[config.mk]
export PLATFORM = sky130hd
export DESIGN_NAME = fp_add_sub_flat
export DESIGN_NICKNAME = d
export VERILOG_FILES = /design/src/rtl/fp_pkg.sv /design/src/rtl/fp_add_sub_if.sv /design/src/rtl/fp_lzc.sv /design/src/rtl/fp_add_sub.sv /design/src/flat_wrapper.sv
export SDC_FILE = /design/constraint.sdc
export NUM_CORES = 1
export LEC_CHECK = 0
export BUFFER_PORTS_ARGS = -buffer_cell sky130_fd_sc_hd__buf_2
export CORE_UTILIZATION = 40
export CTS_CLUSTER_SIZE = 16
export DETAILED_ROUTE_END_ITERATION = 10
export PLACE_DENSITY = 0.63
export SYNTH_ARGS = -nofsm -noshare
export SYNTH_HDL_FRONTEND = slang
export SYNTH_HIERARCHICAL = 1
export SYNTH_SLANG_ARGS = --single-unit
export TNS_END_PERCENT = 10
[constraint.sdc]
create_clock -name clk -period 0.8 [get_ports clk]
set_input_delay 0.04 -clock clk [delete_from_list [all_inputs] [get_ports clk]]
set_output_delay 0.04 -clock clk [all_outputs]
set_load 0.02 [all_outputs]
[src/rtl/fp_pkg.sv]
// Shared floating-point types and constants for the FPU datapath blocks.
package fp_pkg;

  localparam int FP_EXP_BITS = 8;
  localparam int FP_SIG_BITS = 23;
  localparam int FP_BIAS     = (2 ** (FP_EXP_BITS - 1)) - 1;

  localparam logic [FP_EXP_BITS+FP_SIG_BITS:0] QNAN = 32'h7FC0_0000;

  typedef enum logic [2:0] {
    ERR_NONE,
    ERR_NAN,
    ERR_INF,
    ERR_ZERO,
    ERR_DENORM
  } o_err_t;

  // Only bit 0 of the opcode reaches the adder/subtractor.
  typedef enum logic [1:0] {
    ADD = 2'd0,
    SUB = 2'd1,
    MUL = 2'd2,
    DIV = 2'd3
  } opcode_t;

endpackage

[src/rtl/fp_add_sub_if.sv]
// Operand/result bundle of the FP adder/subtractor; the requester is master.
interface fp_add_sub_if
  import fp_pkg::*;
#(
  parameter int EXP_BITS = FP_EXP_BITS,
  parameter int SIG_BITS = FP_SIG_BITS
);

  logic                       sign1;
  logic [EXP_BITS-1:0]        exp1;
  logic [SIG_BITS-1:0]        sig1;
  logic                       sign2;
  logic [EXP_BITS-1:0]        exp2;
  logic [SIG_BITS-1:0]        sig2;
  logic                       opcode;
  logic [EXP_BITS+SIG_BITS:0] fp_out;
  o_err_t                     err_o;

  modport master (
    output sign1, exp1, sig1, sign2, exp2, sig2, opcode,
    input  fp_out, err_o
  );

  modport slave (
    input  sign1, exp1, sig1, sign2, exp2, sig2, opcode,
    output fp_out, err_o
  );

endinterface

[src/rtl/fp_lzc.sv]
// Parameterised leading-zero counter; an all-zero input reports WIDTH.
module fp_lzc #(
  parameter int WIDTH = 27,
  parameter int CW    = $clog2(WIDTH + 1)
) (
  input  logic [WIDTH-1:0] data,
  output logic [CW-1:0]    count
);

  // Scanning upward lets the highest set bit win.
  always_comb begin
    count = CW'(WIDTH);
    for (int i = 0; i < WIDTH; i++) begin
      if (data[i]) count = CW'(WIDTH - 1 - i);
    end
  end

endmodule

[src/rtl/fp_add_sub.sv]
// IEEE-754 adder/subtractor, round-to-nearest-even, one registered stage.
// Optional FP_ADD_FTZ_EN: denormal inputs read as zero, tiny results flush to zero.
module fp_add_sub
  import fp_pkg::*;
#(
  parameter int EXP_BITS = FP_EXP_BITS,
  parameter int SIG_BITS = FP_SIG_BITS
) (
  input logic         clk,
  input logic         rstn,
  fp_add_sub_if.slave bus
);

  localparam int M   = SIG_BITS + 4;
  localparam int EW  = EXP_BITS + 2;
  localparam int LZW = $clog2(M + 1);
  localparam int MW  = SIG_BITS + 2;
  localparam int FW  = EXP_BITS + SIG_BITS + 1;

  localparam logic [EXP_BITS-1:0] EXP_MAX = '1;
  localparam logic [FW-1:0]       QNAN_W  = {1'b0, EXP_MAX, 1'b1, {(SIG_BITS-1){1'b0}}};

  logic                sign2_eff;
  logic                nan1, nan2, inf1, inf2;
  logic [SIG_BITS-1:0] frac1, frac2;
  logic [EXP_BITS-1:0] e1, e2, ea, eb, diff;
  logic [SIG_BITS:0]   m1, m2, ma, mb;
  logic                sa, sb;
  logic [M-1:0]        mb_ext, mb_al;
  logic [M:0]          sum;
  logic [LZW-1:0]      lz;

  logic [EW-1:0]       sh, e_norm, e_field;
  logic [M-1:0]        norm;
  logic                rnd_up;
  logic [MW-1:0]       mant_r;
  logic [SIG_BITS-1:0] frac_r;
  logic                res_sign;
  logic [FW-1:0]       result;
  o_err_t              result_err;

  // Unpack, order by magnitude, align the smaller operand and add/subtract.
  always_comb begin
    sign2_eff = bus.sign2 ^ bus.opcode;
    nan1 = (bus.exp1 == EXP_MAX) && (bus.sig1 != '0);
    nan2 = (bus.exp2 == EXP_MAX) && (bus.sig2 != '0);
    inf1 = (bus.exp1 == EXP_MAX) && (bus.sig1 == '0);
    inf2 = (bus.exp2 == EXP_MAX) && (bus.sig2 == '0);
`ifdef FP_ADD_FTZ_EN
    frac1 = (bus.exp1 == '0) ? '0 : bus.sig1;
    frac2 = (bus.exp2 == '0) ? '0 : bus.sig2;
`else
    frac1 = bus.sig1;
    frac2 = bus.sig2;
`endif
    e1 = (bus.exp1 == '0) ? EXP_BITS'(1) : bus.exp1;
    e2 = (bus.exp2 == '0) ? EXP_BITS'(1) : bus.exp2;
    m1 = {bus.exp1 != '0, frac1};
    m2 = {bus.exp2 != '0, frac2};

    if ({bus.exp2, frac2} > {bus.exp1, frac1}) begin
      ea = e2; ma = m2; sa = sign2_eff;
      eb = e1; mb = m1; sb = bus.sign1;
    end else begin
      ea = e1; ma = m1; sa = bus.sign1;
      eb = e2; mb = m2; sb = sign2_eff;
    end

    diff   = ea - eb;
    mb_ext = {mb, 3'b000};
    if ({2'b00, diff} >= EW'(SIG_BITS + 3)) begin
      mb_al = {{(M-1){1'b0}}, |mb};
    end else begin
      mb_al    = mb_ext >> diff;
      mb_al[0] = mb_al[0] | (|(mb_ext & ((M'(1) << diff) - M'(1))));
    end

    if (sa ^ sb) sum = {1'b0, ma, 3'b000} - {1'b0, mb_al};
    else         sum = {1'b0, ma, 3'b000} + {1'b0, mb_al};
  end

  fp_lzc #(.WIDTH(M)) u_lzc (
    .data  (sum[M-1:0]),
    .count (lz)
  );

  // Normalise, round to nearest even, then apply the special-case priority.
  always_comb begin
    sh = '0;
    if (sum[M]) begin
      norm   = {sum[M:2], sum[1] | sum[0]};
      e_norm = {2'b00, ea} + EW'(1);
    end else begin
      // Left shift stops once the exponent reaches 1 (gradual underflow).
      sh     = (EW'(lz) > ({2'b00, ea} - EW'(1))) ? ({2'b00, ea} - EW'(1)) : EW'(lz);
      norm   = sum[M-1:0] << sh;
      e_norm = {2'b00, ea} - sh;
    end

    e_field = norm[M-1] ? e_norm : '0;
    rnd_up  = norm[2] & (norm[1] | norm[0] | norm[3]);
    mant_r  = {1'b0, norm[M-1:3]} + MW'(rnd_up);

    if (mant_r[MW-1]) begin
      e_field = e_field + EW'(1);
      frac_r  = mant_r[SIG_BITS:1];
    end else begin
      if (mant_r[SIG_BITS] && (e_field == '0)) e_field = EW'(1);
      frac_r = mant_r[SIG_BITS-1:0];
    end

    res_sign = (sum == '0) ? (sa & sb) : sa;

    if (nan1 || nan2 || (inf1 && inf2 && (bus.sign1 ^ sign2_eff))) begin
      result = QNAN_W;
    end else if (inf1) begin
      result = {bus.sign1, EXP_MAX, {SIG_BITS{1'b0}}};
    end else if (inf2) begin
      result = {sign2_eff, EXP_MAX, {SIG_BITS{1'b0}}};
    end else if (e_field >= {2'b00, EXP_MAX}) begin
      result = {res_sign, EXP_MAX, {SIG_BITS{1'b0}}};
    end else begin
      result = {res_sign, e_field[EXP_BITS-1:0], frac_r};
`ifdef FP_ADD_FTZ_EN
      if (e_field == '0) result = {res_sign, {(FW-1){1'b0}}};
`endif
    end
  end

  always_comb begin
    if (result[FW-2:SIG_BITS] == EXP_MAX) begin
      result_err = (result[SIG_BITS-1:0] != '0) ? ERR_NAN : ERR_INF;
    end else if (result[FW-2:SIG_BITS] == '0) begin
      result_err = (result[SIG_BITS-1:0] == '0) ? ERR_ZERO : ERR_DENORM;
    end else begin
      result_err = ERR_NONE;
    end
  end

  always_ff @(posedge clk or negedge rstn) begin
    if (!rstn) begin
      bus.fp_out <= '0;
      bus.err_o  <= ERR_NONE;
    end else begin
      bus.fp_out <= result;
      bus.err_o  <= result_err;
    end
  end

endmodule

[src/flat_wrapper.sv]
// flat-port wrapper written by rule: the top's interface ports become plain ports
module fp_add_sub_flat import fp_pkg::*;
#(
  parameter int EXP_BITS = FP_EXP_BITS,
  parameter int SIG_BITS = FP_SIG_BITS
)
  (clk, rstn, bus_sign1, bus_exp1, bus_sig1, bus_sign2, bus_exp2, bus_sig2, bus_opcode, bus_fp_out, bus_err_o);
  fp_add_sub_if #(.EXP_BITS(EXP_BITS), .SIG_BITS(SIG_BITS)) bus_i ();
  input logic clk;
  input logic rstn;
  input wire logic [$bits(bus_i.sign1)-1:0] bus_sign1;
  input wire logic [$bits(bus_i.exp1)-1:0] bus_exp1;
  input wire logic [$bits(bus_i.sig1)-1:0] bus_sig1;
  input wire logic [$bits(bus_i.sign2)-1:0] bus_sign2;
  input wire logic [$bits(bus_i.exp2)-1:0] bus_exp2;
  input wire logic [$bits(bus_i.sig2)-1:0] bus_sig2;
  input wire logic [$bits(bus_i.opcode)-1:0] bus_opcode;
  output wire logic [$bits(bus_i.fp_out)-1:0] bus_fp_out;
  output wire logic [$bits(bus_i.err_o)-1:0] bus_err_o;
  assign bus_i.sign1 = bus_sign1;
  assign bus_i.exp1 = bus_exp1;
  assign bus_i.sig1 = bus_sig1;
  assign bus_i.sign2 = bus_sign2;
  assign bus_i.exp2 = bus_exp2;
  assign bus_i.sig2 = bus_sig2;
  assign bus_i.opcode = bus_opcode;
  assign bus_fp_out = bus_i.fp_out;
  assign bus_err_o = bus_i.err_o;
  fp_add_sub #(.EXP_BITS(EXP_BITS), .SIG_BITS(SIG_BITS)) u_core (.clk(clk), .rstn(rstn), .bus(bus_i));
endmodule
==> results.py <==
metrics = {
    "status": {
        "outcome": "complete, but fails checks",
        "violations": "negative setup slack",
    },
    "synthesis": {
        "syn_area_per_cell_um2": 6.592,
        "async_flop_share_pct": 100.0,
        "netlist_instances": 2313,
        "syn_nets": 2488,
        "yosysMostFrequentCell": "nand2_1",
        "syn_area_um2": 15250,
        "synth_enable_flop_cells": 0,
        "synthTopCellsByArea": "ha_1, nand2_1, a21oi_1, dfrtp_1, nor2_1",
        "yosysSeqAreaShare_pct": 5.744,
        "yosys_warnings": 6,
        "ys.flop_type": "dfrtp_1",
        "ys_ff_latch": 35,
        "ys_types": 125,
        "synth_top_area_share_pct": 8.616,
        "synth_common_cells": "nand2_1, nor2_1, a21oi_1, o21ai_0, inv_1",
        "synth_top_cell_by_area": "ha_1",
    },
    "critical_path": {
        "critPathRequiredTime_ns": 1.02,
        "worstSetupStartpointType": "primary input",
        "slowest_stage": "or4_1",
        "max_stage_delay_ns": 0.55,
        "cp-end-kind": "flop",
        "cp_num_buf_inv": 16,
        "cpMostUsedCell": "buf_4",
        "crit_type": "in2reg",
        "arrival_ns": 13.02,
        "path_depth": 69,
        "crit_fanout": 8,
        "cpLargestDelayFamily": "compound AO/OA/AOI/OAI gates",
    },
    "final_layout": {
        "fin_cells": 3905,
        "syn_to_final_growth_pct": 72.38,
        "fillers": 3083,
        "nets": 3567,
        "stdcell_area_um2": 26290,
        "drive_above_1_share_pct": 47.30,
    },
    "sta": {
        "hold_viol_final": 0,
        "fin_tns_setup_ns": -413.50,
        "fin_ws_ns": -12.01,
        "setup_viol": 70,
        "layout_worst_path_cycle_share_pct": 1601,
        "fin_crit_ns": 12.81,
        "hold_ws_ns": 0.2814,
        "worst_slew_pin_slew_ns": 1.228,
        "max_freq_mhz": 78.08,
        "finalMaxSlewViolations": 0,
        "rsz0062_at_grt": "yes",
        "maxSlewHeadroom_pct": 17.48,
    },
    "flow_run": {
        "max_cap_violations": 0,
    },
    "global_routing": {
        "grt_pass1_vias": 23640,
        "grt_pass1_wl_um": 137200,
        "grt_max_degree": 77,
        "antenna_found_initial": 3,
        "grt_remaining_overflow": 0,
        "track_usage_pct": 45.76,
    },
    "pwr": {
        "power_mw": 85.13,
        "p_leak_nw": 12.26,
        "seqPwrFrac_pct": 3.4,
        "swShare_pct": 52.11,
        "clkPwrFrac_pct": 2.7,
        "p_comb_share_pct": 93.9,
        "p_int_mw": 40.77,
        "power.switching_mw": 44.36,
        "ir_drop_v": 0.001850,
        "powerDensity_nw_per_um2": 3239,
    },
    "clock_tree": {
        "clock_path_buffers": 2,
        "cts_tree": "yes",
        "cts_root_buf": "clkbuf_16",
        "cts.clk_slew.worst_paths_ns": 0.06,
        "htree_num_levels": 2,
        "cts.sinks": 35,
        "cts_made_buffers": 5,
    },
    "place": {
        "placed_cells_incl_taps": 3796,
        "port_buffers": 101,
        "hpwl_um": 74020,
        "routabilityCongestion": 1.077,
        "placed_area_um2": 23760,
    },
    "route": {
        "via_count": 24470,
        "drt_iter0_drc": 2653,
        "post_drt_wl_per_cell_um": 23.86,
        "remaining_drc_errors": 0,
        "ant_nets": 0,
        "dr.pass1.iters": 7,
        "wirelength_um": 93180,
        "vias_per_cell": 6.265,
    },
    "floorplan": {
        "rows": 71,
        "initial_core_util_pct": 40.58,
        "chipWidth_um": 197.2,
        "core_area_um2": 37580,
        "die-area_um2": 38910,
        "ios": 102,
        "die_y_um": 197.2,
    },
    "hold_path": {
        "min_path_type": "in2async",
    },
}
what timing repair did:
item                                   CTS  global route
resized for setup                      172           146
endpoints found under the hold margin   35             0
gates cloned                             2             1
buffers inserted                        56            41
setup endpoints to repair               70            70
pin swaps                               67            54
hold buffers                             1             0
cells by family (layout without fill, tap and decap cells):
logic type	after synthesis	in the layout	share of synthesized area (%)
simple gates	956	957	30.75
compound gates	782	783	35.33
buf+inv	282	1360	8.009
fa+ha+maj	108	108	9.010
mux	86	86	7.213
xor+xnor	63	63	3.914
flops	35	35	5.744
other cells	1	2	0.02459
layer usage:
| metal | GRT usage, % | vias up | routed length (um) |
|---|---|---|---|
| met1 | 54.82 | 11510 | 35100 |
| met4 | 29.92 | 4 | 7274 |
| li1 | - | 10840 | - |
| met2 | 73.14 | 1660 | 41100 |
| met5 | 0 | - | 22 |
| met3 | 10.59 | 446 | 9686 |
power groups by stage:
stage               logic (mW)  registers (mW)  clock network [mW]
detailed placement        69.1            2.85                   0
CTS                       73.1            2.84                2.28
global route              83.6            2.93                2.37
finish                    80.0            2.86                2.29
floorplan                 33.4            3.82                   0
global placement          68.3            2.81                   0
registers in the layout, summed over array words and instances, names as in the netlist:
signal             cells
u_core/bus.fp_out     32
u_core/bus.err_o       3
cell type report:
type | instances | area [um^2] | area share (%)
Tap cell | 511 | 639.4 | 2.432
Clock inverter | 3 | 43.79 | 0.1666
Clock buffer | 5 | 125.1 | 0.4760
Antenna cell | 1 | 2.502 | 0.009520
Inverter | 141 | 538.0 | 2.047
Multi-Input combinational cell | 1998 | 14880 | 56.62
Sequential cell | 35 | 875.8 | 3.332
Timing Repair Buffer | 1211 | 9178 | 34.92
stage by stage:
| stage | util (%) | worst slack, ns |
|---|---|---|
| after floorplan | - | -11.89 |
| after global placement | 63.24 | -12.39 |
| after detailed placement | 63.24 | -12.79 |
| after CTS | 67.16 | -11.68 |
| after global routing | 69.95 | -12.44 |
| final | 69.95 | -12.01 |
layout by cell type, fill, tap and decap left out, drive strengths merged, types with 54 or more instances in the layout:
| cell type | synthesis | final |
|---|---|---|
| buf | 62 | 1209 |
| nor2 | 234 | 234 |
| a21oi | 183 | 183 |
| ha | 105 | 105 |
| mux2i | 54 | 54 |
| o21ai | 173 | 173 |
| nand3 | 96 | 96 |
| nor3 | 83 | 83 |
| nand2 | 279 | 280 |
| inv | 137 | 136 |
worst max path at each step:
stage	slack, ns	end	start
3_3_place_gp	-12.39	u_core/bus.err_o[0]	bus_sig1[18]
2_1_floorplan	-11.89	u_core/bus.err_o[0]	bus_sig1[22]
4_1_cts	-11.68	u_core/bus.err_o[0]	bus_sig1[20]
6_report	-12.01	u_core/bus.err_o[0]	bus_exp1[1]
3_5_place_dp	-12.79	u_core/bus.fp_out[30]	bus_sig1[18]
5_1_grt	-12.44	u_core/bus.err_o[1]	bus_sig1[5]
Power figures use the tool's default switching activity.
